File: config.mk
export PLATFORM = sky130hd
export DESIGN_NAME = instr_decode_stage
export DESIGN_NICKNAME = d
export VERILOG_FILES = /design/src/rtl/instr_decode_stage_pkg.sv /design/src/rtl/instr_decode_stage_reg_file.sv /design/src/rtl/instr_decode_stage.sv
export SDC_FILE = /design/constraint.sdc
export NUM_CORES = 1
export LEC_CHECK = 0
export CAP_MARGIN = 20
export CORE_UTILIZATION = 60
export CTS_CLUSTER_SIZE = 10
export DETAILED_ROUTE_END_ITERATION = 6
export GPL_TIMING_DRIVEN = 0
export HOLD_SLACK_MARGIN = 0.06
export PLACE_DENSITY_LB_ADDON = 0.2
export SETUP_SLACK_MARGIN = 0.5
export SYNTH_ARGS = -nofsm -noshare
export SYNTH_HDL_FRONTEND = slang
export SYNTH_SLANG_ARGS = --single-unit
File: constraint.sdc
create_clock -name clk -period 10.8 [get_ports clk]
set_input_delay 2.16 -clock clk [delete_from_list [all_inputs] [get_ports clk]]
set_output_delay 2.16 -clock clk [all_outputs]
set_load 0.005 [all_outputs]
File: src/rtl/instr_decode_stage_pkg.sv
// Shared widths and encodings for the ID stage: instruction opcodes and ALU commands.
package instr_decode_stage_pkg;

  localparam int WORD_LEN          = 16;
  localparam int REG_FILE_ADDR_LEN = 4;
  localparam int REG_FILE_SIZE     = 16;
  localparam int EXE_CMD_LEN       = 4;
  localparam int NUM_REGS          = 1 << REG_FILE_ADDR_LEN;
  localparam int IMM_LEN           = 8;

  localparam logic [3:0] OP_ADD  = 4'b0000;
  localparam logic [3:0] OP_SUB  = 4'b0001;
  localparam logic [3:0] OP_AND  = 4'b0010;
  localparam logic [3:0] OP_OR   = 4'b0011;
  localparam logic [3:0] OP_CMP  = 4'b0101;
  localparam logic [3:0] OP_MOVI = 4'b0110;
  localparam logic [3:0] OP_MOVR = 4'b0111;
  localparam logic [3:0] OP_BEQ  = 4'b1000;
  localparam logic [3:0] OP_BNE  = 4'b1001;
  localparam logic [3:0] OP_B    = 4'b1010;
  localparam logic [3:0] OP_LDR  = 4'b1100;
  localparam logic [3:0] OP_STR  = 4'b1101;

  localparam logic [EXE_CMD_LEN-1:0] CMD_NOP = 4'b0000;
  localparam logic [EXE_CMD_LEN-1:0] CMD_ADD = 4'b0001;
  localparam logic [EXE_CMD_LEN-1:0] CMD_SUB = 4'b0010;
  localparam logic [EXE_CMD_LEN-1:0] CMD_AND = 4'b0011;
  localparam logic [EXE_CMD_LEN-1:0] CMD_OR  = 4'b0100;
  localparam logic [EXE_CMD_LEN-1:0] CMD_MOV = 4'b0101;

endpackage

File: src/rtl/instr_decode_stage_reg_file.sv
// 16x16 register file: async-clear, clocked write, two combinational write-through read ports.
module reg_file
  import instr_decode_stage_pkg::*;
(
  input  logic                         clk,
  input  logic                         rst,
  input  logic                         we,
  input  logic [REG_FILE_ADDR_LEN-1:0] waddr,
  input  logic [REG_FILE_SIZE-1:0]     wdata,
  input  logic [REG_FILE_ADDR_LEN-1:0] raddr1,
  input  logic [REG_FILE_ADDR_LEN-1:0] raddr2,
  output logic [REG_FILE_SIZE-1:0]     rdata1,
  output logic [REG_FILE_SIZE-1:0]     rdata2
);

  logic [REG_FILE_SIZE-1:0] regs_q [NUM_REGS];

  always_ff @(posedge clk or posedge rst) begin
    if (rst) begin
      for (int i = 0; i < NUM_REGS; i++) regs_q[i] <= '0;
    end else if (we) begin
      regs_q[waddr] <= wdata;
    end
  end

  // Reset dominates the bypass so reads are zero for the whole reset window.
  always_comb begin
    rdata1 = regs_q[raddr1];
    rdata2 = regs_q[raddr2];
    if (we && waddr == raddr1) rdata1 = wdata;
    if (we && waddr == raddr2) rdata2 = wdata;
    if (rst) begin
      rdata1 = '0;
      rdata2 = '0;
    end
  end

endmodule

File: src/rtl/instr_decode_stage.sv
// ID stage: control decode, operand fetch, branch resolution and load-use / RAW stall detection.
module instr_decode_stage
  import instr_decode_stage_pkg::*;
(
  input  logic                         clk,
  input  logic                         rst,
  input  logic                         forward_EN,
  input  logic                         writeEn,
  input  logic [REG_FILE_ADDR_LEN-1:0] dest,
  input  logic [REG_FILE_SIZE-1:0]     writeVal,
  input  logic [REG_FILE_ADDR_LEN-1:0] dest_EXE,
  input  logic [REG_FILE_ADDR_LEN-1:0] dest_MEM,
  input  logic                         WB_EN_EXE,
  input  logic                         WB_EN_MEM,
  input  logic                         MEM_R_EN_EXE,
  input  logic                         flagZ,
  input  logic [WORD_LEN-1:0]          instruction,
  output logic                         is_imm,
  output logic                         ST,
  output logic                         hazard_detected,
  output logic                         brTaken,
  output logic                         MEM_R_EN,
  output logic                         MEM_W_EN,
  output logic                         WB_EN,
  output logic [EXE_CMD_LEN-1:0]       EXE_CMD,
  output logic [3:0]                   branch_comm,
  output logic [REG_FILE_ADDR_LEN-1:0] src1,
  output logic [REG_FILE_ADDR_LEN-1:0] src2,
  output logic [REG_FILE_SIZE-1:0]     val1,
  output logic [REG_FILE_SIZE-1:0]     val2
);

  logic [3:0]                   op;
  logic [REG_FILE_ADDR_LEN-1:0] rd, rs1, rs2;
  logic [IMM_LEN-1:0]           imm8;
  logic [REG_FILE_SIZE-1:0]     rf_rd2;

  assign op   = instruction[15:12];
  assign rd   = instruction[11:8];
  assign rs1  = instruction[7:4];
  assign rs2  = instruction[3:0];
  assign imm8 = instruction[7:0];

  logic [EXE_CMD_LEN-1:0] dec_cmd;
  logic dec_wb, dec_mr, dec_mw, dec_st, dec_imm, dec_taken, dec_br;
  logic use1, use2;

  always_comb begin
    dec_cmd   = CMD_NOP;
    dec_wb    = 1'b0;
    dec_mr    = 1'b0;
    dec_mw    = 1'b0;
    dec_st    = 1'b0;
    dec_imm   = 1'b0;
    dec_taken = 1'b0;
    dec_br    = 1'b0;
    use1      = 1'b0;
    use2      = 1'b0;
    case (op)
      OP_ADD:  begin dec_cmd = CMD_ADD; dec_wb = 1'b1; use1 = 1'b1; use2 = 1'b1; end
      OP_SUB:  begin dec_cmd = CMD_SUB; dec_wb = 1'b1; use1 = 1'b1; use2 = 1'b1; end
      OP_AND:  begin dec_cmd = CMD_AND; dec_wb = 1'b1; use1 = 1'b1; use2 = 1'b1; end
      OP_OR:   begin dec_cmd = CMD_OR;  dec_wb = 1'b1; use1 = 1'b1; use2 = 1'b1; end
      OP_CMP:  begin dec_cmd = CMD_SUB; use1 = 1'b1; use2 = 1'b1; end
      OP_MOVI: begin dec_cmd = CMD_MOV; dec_wb = 1'b1; dec_imm = 1'b1; end
      OP_MOVR: begin dec_cmd = CMD_MOV; dec_wb = 1'b1; use1 = 1'b1; use2 = 1'b1; end
      OP_BEQ:  begin dec_imm = 1'b1; dec_br = 1'b1; dec_taken = flagZ; end
      OP_BNE:  begin dec_imm = 1'b1; dec_br = 1'b1; dec_taken = ~flagZ; end
      OP_B:    begin dec_imm = 1'b1; dec_br = 1'b1; dec_taken = 1'b1; end
      OP_LDR:  begin dec_cmd = CMD_MOV; dec_mr = 1'b1; dec_wb = 1'b1; use1 = 1'b1; end
      OP_STR:  begin dec_cmd = CMD_MOV; dec_mw = 1'b1; dec_st = 1'b1; use1 = 1'b1; use2 = 1'b1; end
      default: ;
    endcase
  end

  // Stores read their data register through the second port.
  assign src1 = rs1;
  assign src2 = dec_st ? rd : rs2;

  reg_file u_reg_file (
    .clk    (clk),
    .rst    (rst),
    .we     (writeEn),
    .waddr  (dest),
    .wdata  (writeVal),
    .raddr1 (src1),
    .raddr2 (src2),
    .rdata1 (val1),
    .rdata2 (rf_rd2)
  );

  assign val2 = dec_imm ? {{(REG_FILE_SIZE-IMM_LEN){imm8[IMM_LEN-1]}}, imm8} : rf_rd2;

  logic hit_exe, hit_mem;
  assign hit_exe = WB_EN_EXE && ((use1 && src1 == dest_EXE) || (use2 && src2 == dest_EXE));
  assign hit_mem = WB_EN_MEM && ((use1 && src1 == dest_MEM) || (use2 && src2 == dest_MEM));

  // With forwarding only a load still in EXE cannot be bypassed in time.
  assign hazard_detected = forward_EN ? (MEM_R_EN_EXE && hit_exe) : (hit_exe || hit_mem);

  assign is_imm      = dec_imm;
  assign ST          = dec_st;
  assign branch_comm = dec_br ? op : 4'b0000;
  assign WB_EN       = dec_wb    & ~hazard_detected;
  assign MEM_R_EN    = dec_mr    & ~hazard_detected;
  assign MEM_W_EN    = dec_mw    & ~hazard_detected;
  assign brTaken     = dec_taken & ~hazard_detected;
  assign EXE_CMD     = hazard_detected ? CMD_NOP : dec_cmd;

endmodule

* Yosys cells after proc, flatten, opt, wreduce, memory -nomap -nowiden
Cells that the tools add are included.
** Word-level totals
- Word-level logic and storage cells :: 94
- Input bits :: 52
- Flip-flop bits (word level) :: 256
** Cells by class
- $lt $le $gt $ge :: 4
- Reductions and logical operators :: 21
- Muxes and demuxes :: 27
- Equal/unequal tests :: 17
- Bitwise operators :: 9
** Operators with widths (number)
- $bwmux W256 :: 1
- $mux W16 :: 10
- $bmux W16 S4 :: 2
- $demux W16 S4 :: 1
- $eq A4 B4 Y1 :: 6
- $eq A4 B4 Y1 const B :: 5
- $ge A5 B5 Y1 const B :: 3
- $not A4 Y5 :: 3
- $pmux W3 S5 :: 1
- $reduce_or A7 Y1 :: 2
- $eq A4 B3 Y1 const B :: 3
- $mux W4 :: 3
- $logic_and A1 B1 Y1 :: 10
- $eq A4 B2 Y1 const B :: 2
- $mux W1 :: 8
- $reduce_or A4 Y1 :: 2
- $reduce_or A8 Y1 :: 1
- $lt A5 B1 Y1 const B :: 1
- $and A1 B1 Y1 :: 4
- $eq A4 B1 Y1 const B :: 1
- $logic_not A4 Y1 :: 1
- $logic_or A1 B1 Y1 :: 3
- $pmux W1 S3 :: 1
- $reduce_or A3 Y1 :: 1
- other kinds (2) :: 3

* Longest topological paths before layout
- Depth in word-level cells :: 11
- Mapped depth :: 11
- Mapped depth without buffers :: 8

* Modules after synthesis
Synthesis repeated with hierarchy kept, for this count alone.
** Unflattened totals
- Cell total of the unflattened synthesis :: 1036
- Area, all modules :: 14998.1 µm²
** By module, submodules not included
- reg_file :: area an instance 14161.1 µm², times used 1, cells each 904
- instr_decode_stage :: area an instance 837.1 µm², times used 1, cells each 132

* Least setup slack after synthesis
OpenSTA, ideal clock, no wires.
- Kind :: in2out
- Start point :: input instruction[15]
- End point :: output hazard_detected
- Arrival time :: 3890 ps
- Path slack :: 4750 ps
- Required time :: 8640 ps
- Stages :: 9
- Cells stage by stage :: buf_2 -> nand4b_4 -> inv_4 -> mux2i_1 -> inv_1 -> xnor2_1 -> nand4_1 -> o41ai_2 -> or2_1
** On the way
- Cells in the longest elaborated chain, start to end :: 9
** Ends and longest elaborated chain
- from (decl) :: RTL line instr_decode_stage.sv:17 : input logic [WORD_LEN-1:0] instruction,
- $eq A4 B4 Y1 (*) :: RTL line instr_decode_stage.sv:59 : case (op)
- $mux W1 (*) :: RTL line instr_decode_stage.sv:59
- named net ST :: RTL line instr_decode_stage.sv:19 : output logic ST,
- $mux W4 (*) :: RTL line instr_decode_stage.sv:78 : assign src2 = dec_st ? rd : rs2;
- named net src2[2] :: RTL line instr_decode_stage.sv:28 : output logic [REG_FILE_ADDR_LEN-1:0] src2,
- $eq A4 B4 Y1 (on tied branches) :: RTL line instr_decode_stage.sv:95, instr_decode_stage.sv:96
- $logic_and A1 B1 Y1 (on tied branches) :: RTL line instr_decode_stage.sv:95, instr_decode_stage.sv:96
- $logic_or A1 B1 Y1 (on tied branches) :: RTL line instr_decode_stage.sv:95, instr_decode_stage.sv:96
- $logic_and A1 B1 Y1 (on tied branches) :: RTL line instr_decode_stage.sv:95, instr_decode_stage.sv:96
- $logic_or A1 B1 Y1 / $logic_and A1 B1 Y1 (equally long branches) :: RTL line instr_decode_stage.sv:99 : assign hazard_detected = forward_EN ? (MEM_R_EN_EXE && hit_exe) : (hit_exe || hit_mem);
- $mux W1 (*) :: RTL line instr_decode_stage.sv:99
- to (decl) :: RTL line instr_decode_stage.sv:20 : output logic hazard_detected,
Mark *: on every way through the listed nets, which the timed path passes. The rest lies on a longest branch.

* Worst setup path in the final report
- Start point :: input instruction[14]
- End point :: output val2[8]
** On the way
- Cells in the longest elaborated chain, start to end :: 10
** Ends and longest elaborated chain
- $eq A4 B4 Y1 :: RTL line instr_decode_stage.sv:59
- $mux W1 :: RTL line instr_decode_stage.sv:59
- $mux W4 :: RTL line instr_decode_stage.sv:78
- $not A4 Y5 (implied by the code) :: RTL line instr_decode_stage_reg_file.sv:29 : rdata2 = regs_q[raddr2];
- $bmux W16 S4 :: RTL line instr_decode_stage_reg_file.sv:29
- $mux W16 (implied by the code) (2 in a row) :: RTL line instr_decode_stage_reg_file.sv:29
- $mux W16 :: RTL line instr_decode_stage_reg_file.sv:31 : if (we && waddr == raddr2) rdata2 = wdata;
- $mux W16 :: RTL line instr_decode_stage_reg_file.sv:32 : if (rst) begin
- $mux W16 (*) :: RTL line instr_decode_stage.sv:92 : assign val2 = dec_imm ? {{(REG_FILE_SIZE-IMM_LEN){imm8[IMM_LEN-1]}}, imm8} : rf_rd2;
- to (decl) :: RTL line instr_decode_stage.sv:30 : output logic [REG_FILE_SIZE-1:0] val2
Every way passes the cells marked *; elsewhere a longest branch is shown, timed or not. The select of a mux whose other input is x is not followed.

==> impl_results.md <==
- Sinks on Clock Net: ~260
- HPWL after detailed placement: a little over 30000 um
- Crit start category: input pin
- Initial antenna violation count: 0
- Core area: 23800 um2
- Top reg by flops: u_reg_file.regs_q
- Max-cap viol count: 0
- Crit Path Class: in2out
- I/O pin count: about 110
- Period utilisation layout: approximately three quarters
- Clk buf depth: 3
- Setup TNS: 0 ns
- Clock-pin transition on the worst setup and hold timing paths: 0.06 ns
- Syn_area_per_cell: about 14 um2
- Layout cells sized above 1: 36.2%
- CTS tree: yes
- Worst stage delay on the critical path: between 0.8 and 0.9 ns
- Worst r2r src: u_reg_file.regs_q[31]
- Sequential cell area fraction in the yosys report: 43.5%
- Max reg flops: 256
- Synth warnings: 0
- Area Overhead vs Synth: 15.4%
- Worst hold start: u_reg_file.regs_q[136]
- Site Rows: 56
- Asr flop ratio synth: between 90% and 100%
- Final antenna-violating net count: 0
- Leak: 7.29 nW
- First-pass GRT wire length: a little under 70000 um
- Die Ht: 159 um
- Post-CTS sizing: 0
- Ys flop type: dfrtp_1
- Relative slew slack: 22.9%
- DP Cell Count: about 1500
- Worst Reg-to-Reg Cells: 1
- Flop-to-flop setup slack: 9.97 ns
- R2r endpoint: u_reg_file.regs_q[31]
- Final setup vio count: 0
- VDD IR max: roughly 0.15 mV
- Antenna diodes: 0
- Fill count: 1643
- Setup Fix Bufs, Post-CTS: 0
- Critical path peak fanout: 10
- Worst EP required: 8.64 ns
- EDFF count, synth: 0
- Cts hold-fix bufs: 0
- Setup crit end kind: primary output
- Vias in the first global route: approximately 11000
- Root Driver: clkbuf_16
- #FFs+latches synth: 256
- Via count: roughly 11000
- Max Freq: 121 MHz
- Synth unique cells: 45
- Hold path depth: 1
- Worst-Skew Late Latency: roughly 0.56 ns
- Final non-filler cell total: between 1500 and 2000
- Vias per cell: 6.97
- Cell chain of the critical path: clkdlybuf4s50_1 -> nand4b_4 -> inv_4 -> mux2i_4 -> a22o_1 -> o211a_1 -> clkbuf_1 -> nand3_1 -> nand3_1 -> clkdlybuf4s50_1
- Biggest regs: u_reg_file.regs_q x256
- Nets: around 1300
- Die X-Extent: 159 um
- Area of the mapped netlist: 14700 um2
- Slew @ Worst Pin: roughly 1.2 ns
- Total Wirelength: 46100 um
- Pwr dens: 179 nW/um2
- Fin crit period: 8.25 ns
- Worst Hold End: u_reg_file.regs_q[136]
- Gr ovfl total: 0
- Cell count after synthesis: 1086
- Slew Viols, Final: 0
- Final hold violations: 0
- Drt pass-1 iters: 5
- Status: finished clean
- CTS Buf Count: 30
- Largest net degree at the start of global routing: 122
- WL/cell: 29.8 um
- Initial core utilization: 61.9%
- Buffers added on ports: 96
- RePlAce Congestion: 0.916
- H-tree level count: 1
- Tot GR Track Use: 38.5%
- Critical path data arrival time: 6.09 ns
- Clk_skew: 0 ns
- Number of remaining DRC errors: 0
- Unrepaired setup endpoints after global routing: no
- Die Area: 25100 um2
- Initial DRC count: 1150
- Hold Path Class: reg2reg
- Critical path's slowest cell: clkbuf_1
-- worst max-delay path: cells and delay by family --
family / cells / cell delay (ns)
compound gates: 2 / 0.80
simple gates: 3 / 0.59
mux: 1 / 0.39
buf+inv: 4 / 2.13
-- placed cells by master (no fill, tap or decap), types with 17 or more instances in the layout --
cell type	instances
a22oi_1	64
buf_2	32
buf_4	21
clkbuf_1	50
clkbuf_16	30
clkdlybuf4s50_1	96
dfrtp_1	256
mux2_2	256
mux2i_1	134
mux4_2	87
nand3_1	44
nor2_1	34
xnor2_1	17
-- per-stage QoR --
step	power [mW]	utilization (%)	cell area, um2	hold slack, ns	setup WS, ns
floorplan	1.88	-	14700	0.492	1.21
global placement	2.10	67.7	16100	0.504	-2.11
detailed placement	2.14	68.0	16200	0.514	2.78
CTS	3.02	71.4	17000	0.527	2.73
global route	3.14	71.4	17000	0.538	2.56
finish	3.03	71.4	17000	0.527	2.55
-- kinds of logic after synthesis --
kind of cell,share of synthesized area [%]
muxes,42.2
DFF,43.5
and+or+nand+nor,4.19
buffers and inverters,3.64
AOI/OAI and AO/OA,4.86
xor gates and xnor gates,1.55
other,0.0255
-- cells in the mapped netlist (all sizes together), types with 3 or more instances --
cell,n,area share [%]
dfrtp,256,44
or3,3,0.13
a21oi,10,0.34
o2111ai,4,0.24
mux2,256,20
xnor2,17,1.0
nor2b,5,0.21
o21ai,3,0.10
xor2,9,0.54
nand2b,4,0.17
a22oi,64,3.3
mux4,87,13
mux2i,135,9.3
nor2,36,0.95
clkbuf,46,1.2
o211ai,7,0.36
buf,54,2.2
nor3,10,0.34
nand3,44,1.5
inv,9,0.25
nand2,6,0.15
-- power by group --
group          internal, mW  switching, mW  total, mW
logic                 0.463          0.326      0.789
clock network         0.500          0.386      0.886
registers              1.19          0.173       1.36
total                  2.15          0.884       3.03
-- cell type report --
type	instances	area, um2	share of cell area (%)
Tap cell	319	399	2.35
Clock buffer	35	779	4.59
Timing Repair Buffer	102	1040	6.13
Clock inverter	3	28.8	0.170
Buffer	100	499	2.94
Sequential cell	256	6410	37.7
Inverter	9	43.8	0.258
Multi-Input combinational cell	722	7770	45.8
-- metal layers --
metal,global-route usage [%],wire length (um),vias to the layer above
met4,18.9,2520,0
met2,57.9,20600,662
met3,11.5,5090,157
met1,51.0,17900,5572
li1,-,-,4383
met5,0,0,-
-- how the worst max path moves through the flow --
stage / from / end
after floorplan: rst / u_reg_file.regs_q[0]
after global placement: rst / u_reg_file.regs_q[146]
after detailed placement: instruction[14] / val2[0]
after CTS: instruction[14] / val2[8]
after global routing: instruction[14] / val2[1]
final: instruction[14] / val2[8]
(Power assumes the default switching activity.)
==> patch 1, RTL diff (config.mk and constraints unchanged) <==
Register the output `MEM_R_EN`; this adds one clock of latency there. The other outputs are not delayed to match.
--- a/src/rtl/instr_decode_stage.sv
+++ b/src/rtl/instr_decode_stage.sv
@@ -103,5 +103,7 @@
   assign branch_comm = dec_br ? op : 4'b0000;
   assign WB_EN       = dec_wb    & ~hazard_detected;
-  assign MEM_R_EN    = dec_mr    & ~hazard_detected;
+  always_ff @(posedge clk) begin
+    MEM_R_EN <= dec_mr    & ~hazard_detected;
+  end
   assign MEM_W_EN    = dec_mw    & ~hazard_detected;
   assign brTaken     = dec_taken & ~hazard_detected;
Formal check against the unedited RTL: not equivalent (Yosys sat finds a counterexample within 4 cycles, from zero or initial values and one cycle with rst high).
==> patch 1 against the unedited design <==
  * Sequential cell count grew 1
  * Cell count shrank 0.13%
  * Clock power shrank 4.5%
  * Area after synthesis grew 0.14%
  * Utilization shrank 0.053 points
  * Combinational power grew 0.5%
  * Hold slack lost 0.0016 ns
  * Setup slack gained 0.16 ns
  * Synthesized cell count is essentially flat
  * Cell area is essentially flat
  * Via count is essentially flat
  * Critical path type unchanged
  * Die area grew 0.14%
  * Highest routed layer unchanged
  * Largest power group unchanged
  * Routed wire length grew 0.82%
  * Total power shrank 0.93%
==> patch 1: results (changes against the unedited design) <==
The xor and xnor fraction of the mapped netlist area came out at 1.55% (about the same). The cell total after placement came out at 1510 (was 1508). The peak supply drop came out at 0.133 mV (was 0.150 mV).

The total of flip-flops plus latches after synthesis came out at 257 (was 256). The endpoint of the worst setup timing path was val2[12] (was val2[8]). The wire length per cell is 30.1 µm (was 29.8 µm). The total met2 wirelength after detailed routing was 20800 µm (was 20600 µm).

The end of the worst register-to-register path is u_reg_file.regs_q[126] (was u_reg_file.regs_q[31]). The last weighted congestion value of the routability-driven placer was 0.919 (was 0.916). The post-route worst hold slack is 0.525 ns (was 0.527 ns). The fraction of area in multi-input gates came out at 45.8% (about the same). The beginning of the worst register-to-register path was u_reg_file.regs_q[126] (was u_reg_file.regs_q[31]). Cell types with the largest area share after synthesis: sky130_fd_sc_hd__dfrtp_1 43%, sky130_fd_sc_hd__mux2_2 20%, sky130_fd_sc_hd__mux4_2 13% (was sky130_fd_sc_hd__dfrtp_1 44%, sky130_fd_sc_hd__mux2_2 20%, sky130_fd_sc_hd__mux4_2 13%).

Leading registers by flop count: u_reg_file.regs_q x256, MEM_R_EN x1 (was u_reg_file.regs_q x256). The share of cell area taken by muxes after synthesis is 42.1% (was 42.2%). The count of distinct cell types in the synthesized netlist came to 46 (was 45).

The number of buffers other than clock buffers in the final layout was 204 (was 202). The via-per-instance ratio is 6.98 (was 6.97). The number of clock buffer instances in the layout is 32 (was 35). The complex-gate fraction of the synthesized area came out at 4.86% (about the same). The fraction of area in clock buffers and inverters is 4.40% (was 4.76%). The share of the yosys chip area belonging to registers came to 43.6% (was 43.5%). The fraction of final layout cells sized beyond drive strength 1 came out at 36.1% (was 36.2%). The met2 usage came out at 57.7% (was 57.9%). The fmax came to 0.124 GHz (was 0.121 GHz).

The total CTS buffers is 29 (was 30). The half-perimeter wire length after placement is 30800 µm (about the same). The static leakage power came to 7.28 nW (was 7.29 nW). Outcome: complete, no violations (unchanged). The non-clock buffering overhead in the final layout was 9.26% (was 9.08%). The filler cell count in the final layout came out at 1641 (was 1643). The worst slew margin relative to its limit came to 21.9% (was 22.9%). The setup slack of the most critical reg-to-reg path came out at 9.99 ns (was 9.97 ns).

The met1 layer usage reported by global route came out at 51.1% (was 51.0%). The routed via count came out at 10800 (about the same). The final net count came to 1275 (was 1273).

The total routed wire length on the met1 layer came out at 18100 µm (was 17900 µm). The post-place setup slack came out at 2.85 ns (was 2.78 ns). The number of cells produced by synthesis is 1087 (was 1086). The arrival time of the worst setup path is 5.92 ns (was 6.09 ns).

The wire length of the first global-routing pass came to 68500 µm (was 68300 µm).
[patch 1: cell count changes in the layout (fill, tap and decap cells not counted)]
cell,unedited run,this run
sky130_fd_sc_hd__buf_8,0,2
sky130_fd_sc_hd__buf_4,21,20
sky130_fd_sc_hd__clkbuf_1,50,49
sky130_fd_sc_hd__clkbuf_16,30,29
sky130_fd_sc_hd__clkbuf_4,0,1
sky130_fd_sc_hd__clkbuf_8,1,0
sky130_fd_sc_hd__clkinv_2,1,0
sky130_fd_sc_hd__clkinv_8,1,0
sky130_fd_sc_hd__clkinvlp_4,1,0
sky130_fd_sc_hd__dfxtp_1,0,1
sky130_fd_sc_hd__inv_6,0,1
[patch 1: power breakdown]
part | internal, W | total (W) | switching, W
Clock | 0.000473 | 0.000846 | 0.000373
Combinational | 0.000463 | 0.000793 | 0.000330
Sequential | 0.00119 | 0.00137 | 0.000176
Total | 0.00213 | 0.00300 | 0.000879
==> patch 2, RTL diff (same flow settings) <==
Made on the original files. Add an input register stage for `writeVal`, without a reset; this delays it by one clock. The other inputs are not delayed to match.
--- a/src/rtl/instr_decode_stage.sv
+++ b/src/rtl/instr_decode_stage.sv
@@ -30,4 +30,10 @@
   output logic [REG_FILE_SIZE-1:0]     val2
 );
+
+  logic [REG_FILE_SIZE-1:0] writeVal_q;
+
+  always_ff @(posedge clk) begin
+    writeVal_q <= writeVal;
+  end
 
   logic [3:0]                   op;
@@ -83,5 +89,5 @@
     .we     (writeEn),
     .waddr  (dest),
-    .wdata  (writeVal),
+    .wdata  (writeVal_q),
     .raddr1 (src1),
     .raddr2 (src2),
Check against the original RTL: not equivalent (Yosys sat finds a counterexample within 4 cycles, from zero or initial values and one cycle with rst high).
==> patch 2 against the unedited design <==
  * Routed wire length increased by 5.2%
  * Sequential cell count is 16 higher
  * Global-route usage rose by 0.42 points
  * Total power up 7.7%
  * Area after synthesis grew 2.1%
  * Hold slack worse by 0.0012 ns
  * Setup slack worse by 0.070 ns
  * Maximum frequency shrank 0.84%
  * Cell area grew 3.5%
  * Non-clock buffer count increased by 4
==> patch 2: results (changes against the unedited design) <==
The number of H-tree levels came out at 2 (was 1). The pin count of the biggest net entering global routing is 125 (was 122). The clock latency on the worst-skew pair is 0.51 ns (was 0.56 ns). The wire length per cell came out at 30.5 µm (was 29.8 µm). Leading registers by flop count: u_reg_file.regs_q x256, writeVal_q x16 (was u_reg_file.regs_q x256). The worst setup skew after layout is 0.0172 ns (was 0 ns). The half-perimeter wire length after placement is 30700 µm (was 30800 µm). The number of warnings issued by yosys came out at 0 (unchanged).

The fraction of registers with async set/reset came out at 94.1% (was 100%). The overall overflow remaining after global route is 0 (unchanged). The static leakage power came out at 7.54 nW (was 7.29 nW). The overall global routing resource usage came to 38.9% (was 38.5%).

Outcome: complete, no violations (unchanged). The final net count is 1297 (was 1273). The arrival time of the worst setup path came to 6.16 ns (was 6.09 ns). The total CTS buffers came out at 34 (was 30). The number of global-route vias before repair was 11300 (was 10900).

The share of the yosys chip area belonging to registers came out at 44.8% (was 43.5%). The number of inserted diodes came out at 0 (unchanged). The wire length of the first global-routing pass came out at 72300 µm (was 68300 µm). The number of cells on the worst reg-to-reg path is 2 (was 1). The peak supply drop came out at 0.135 mV (was 0.150 mV). Cell types with the largest area share after synthesis: sky130_fd_sc_hd__dfrtp_1 43%, sky130_fd_sc_hd__mux2_2 19%, sky130_fd_sc_hd__mux4_2 13% (was sky130_fd_sc_hd__dfrtp_1 44%, sky130_fd_sc_hd__mux2_2 20%, sky130_fd_sc_hd__mux4_2 13%).

The count of distinct cell types in the synthesized netlist is 47 (was 45). The routed via count came out at 11100 (was 10800). The DRC marker count from the first detailed-route iteration is 1174 (was 1150).

The last weighted congestion value of the routability-driven placer came out at 0.891 (was 0.916). The pin slew with the least headroom to its limit came out at 1.26 ns (was 1.16 ns). The fraction of final layout cells sized beyond drive strength 1 is 36.0% (was 36.2%). The filler cell count in the final layout came out at 1695 (was 1643). The post-place setup slack came out at 2.60 ns (was 2.78 ns). The maximum net fanout on the critical path came to 10 (unchanged).
-- patch 2: changes by cell type after synthesis, moves of 2 or more --
cell	delta
sky130_fd_sc_hd__a21oi_1	-9
sky130_fd_sc_hd__nand4_1	+9
sky130_fd_sc_hd__dfxtp_1	+16
sky130_fd_sc_hd__nand2_1	+10
sky130_fd_sc_hd__buf_1	-2
sky130_fd_sc_hd__nand3_1	-9
-- patch 2: final timing paths --
kind	startpoint	end	slack [ns]
worst max-delay path	instruction[14]	val2[13]	2.48
worst min-delay path	u_reg_file.regs_q[21]	u_reg_file.regs_q[21]	0.53
worst max register to register	writeVal_q[4]	u_reg_file.regs_q[116]	9.47
worst min register to register	u_reg_file.regs_q[21]	u_reg_file.regs_q[21]	0.53
max in group asynchronous	rst	u_reg_file.regs_q[196]	6.97
min in group asynchronous	rst	u_reg_file.regs_q[152]	2.43
-- patch 2: cell families (layout without fill, tap and decap cells) --
logic type | after synthesis | after routing | synth area share (%)
compound gates | 87 | 87 | 4.46
xor+xnor | 26 | 26 | 1.52
buf+inv | 108 | 274 | 3.56
flops | 272 | 272 | 44.8
mux | 478 | 478 | 41.3
other cells | 1 | 2 | 0.0250
simple gates | 129 | 129 | 4.37
-- patch 2: cell type report --
class	count	share of cell area (%)
sequential	272	38.3
inverter	9	0.249
multi-input combinational	722	44.2
clock buffer	56	5.49
tap	324	2.31
clock inverter	3	0.249
timing repair buffer	107	6.36
buffer	99	2.83
-- patch 2: stage by stage --
step | instances | hold slack (ns) | area (µm²)
6_report | 1592 | 0.526 | 17600
5_1_grt | 1592 | 0.542 | 17600
4_1_cts | 1589 | 0.526 | 17500
3_5_place_dp | 1530 | 0.514 | 16500
3_3_place_gp | 1522 | 0.502 | 16400
2_1_floorplan | 1102 | 0.492 | 15000
-- patch 2: routing by layer --
layer  share of wire, %  vias to the layer above  global-route usage, %
met1                 38                     5668                   51.5
li1                   -                     4472                      -
met4                5.3                        0                   19.9
met3                 12                      173                   12.1
met2                 45                      792                   58.0
met5                  0                        -                      0
-- patch 2: critical path, stage by stage --
cell and delay, ns:
sky130_fd_sc_hd__clkdlybuf4s50_1 0.62, sky130_fd_sc_hd__nand4b_4 0.20, sky130_fd_sc_hd__inv_4 0.14, sky130_fd_sc_hd__mux2i_4 0.40, sky130_fd_sc_hd__inv_2 0.27, sky130_fd_sc_hd__nor2_2 0.48, sky130_fd_sc_hd__clkbuf_1 0.88, sky130_fd_sc_hd__a22oi_1 0.20
sky130_fd_sc_hd__nand3_1 0.15, sky130_fd_sc_hd__nand4_1 0.14, sky130_fd_sc_hd__clkdlybuf4s50_1 0.51
-- patch 2: where the power goes --
group | switching [W] | internal (W)
clock network | 0.000424 | 0.000631
registers | 0.000181 | 0.00125
logic | 0.000318 | 0.000464
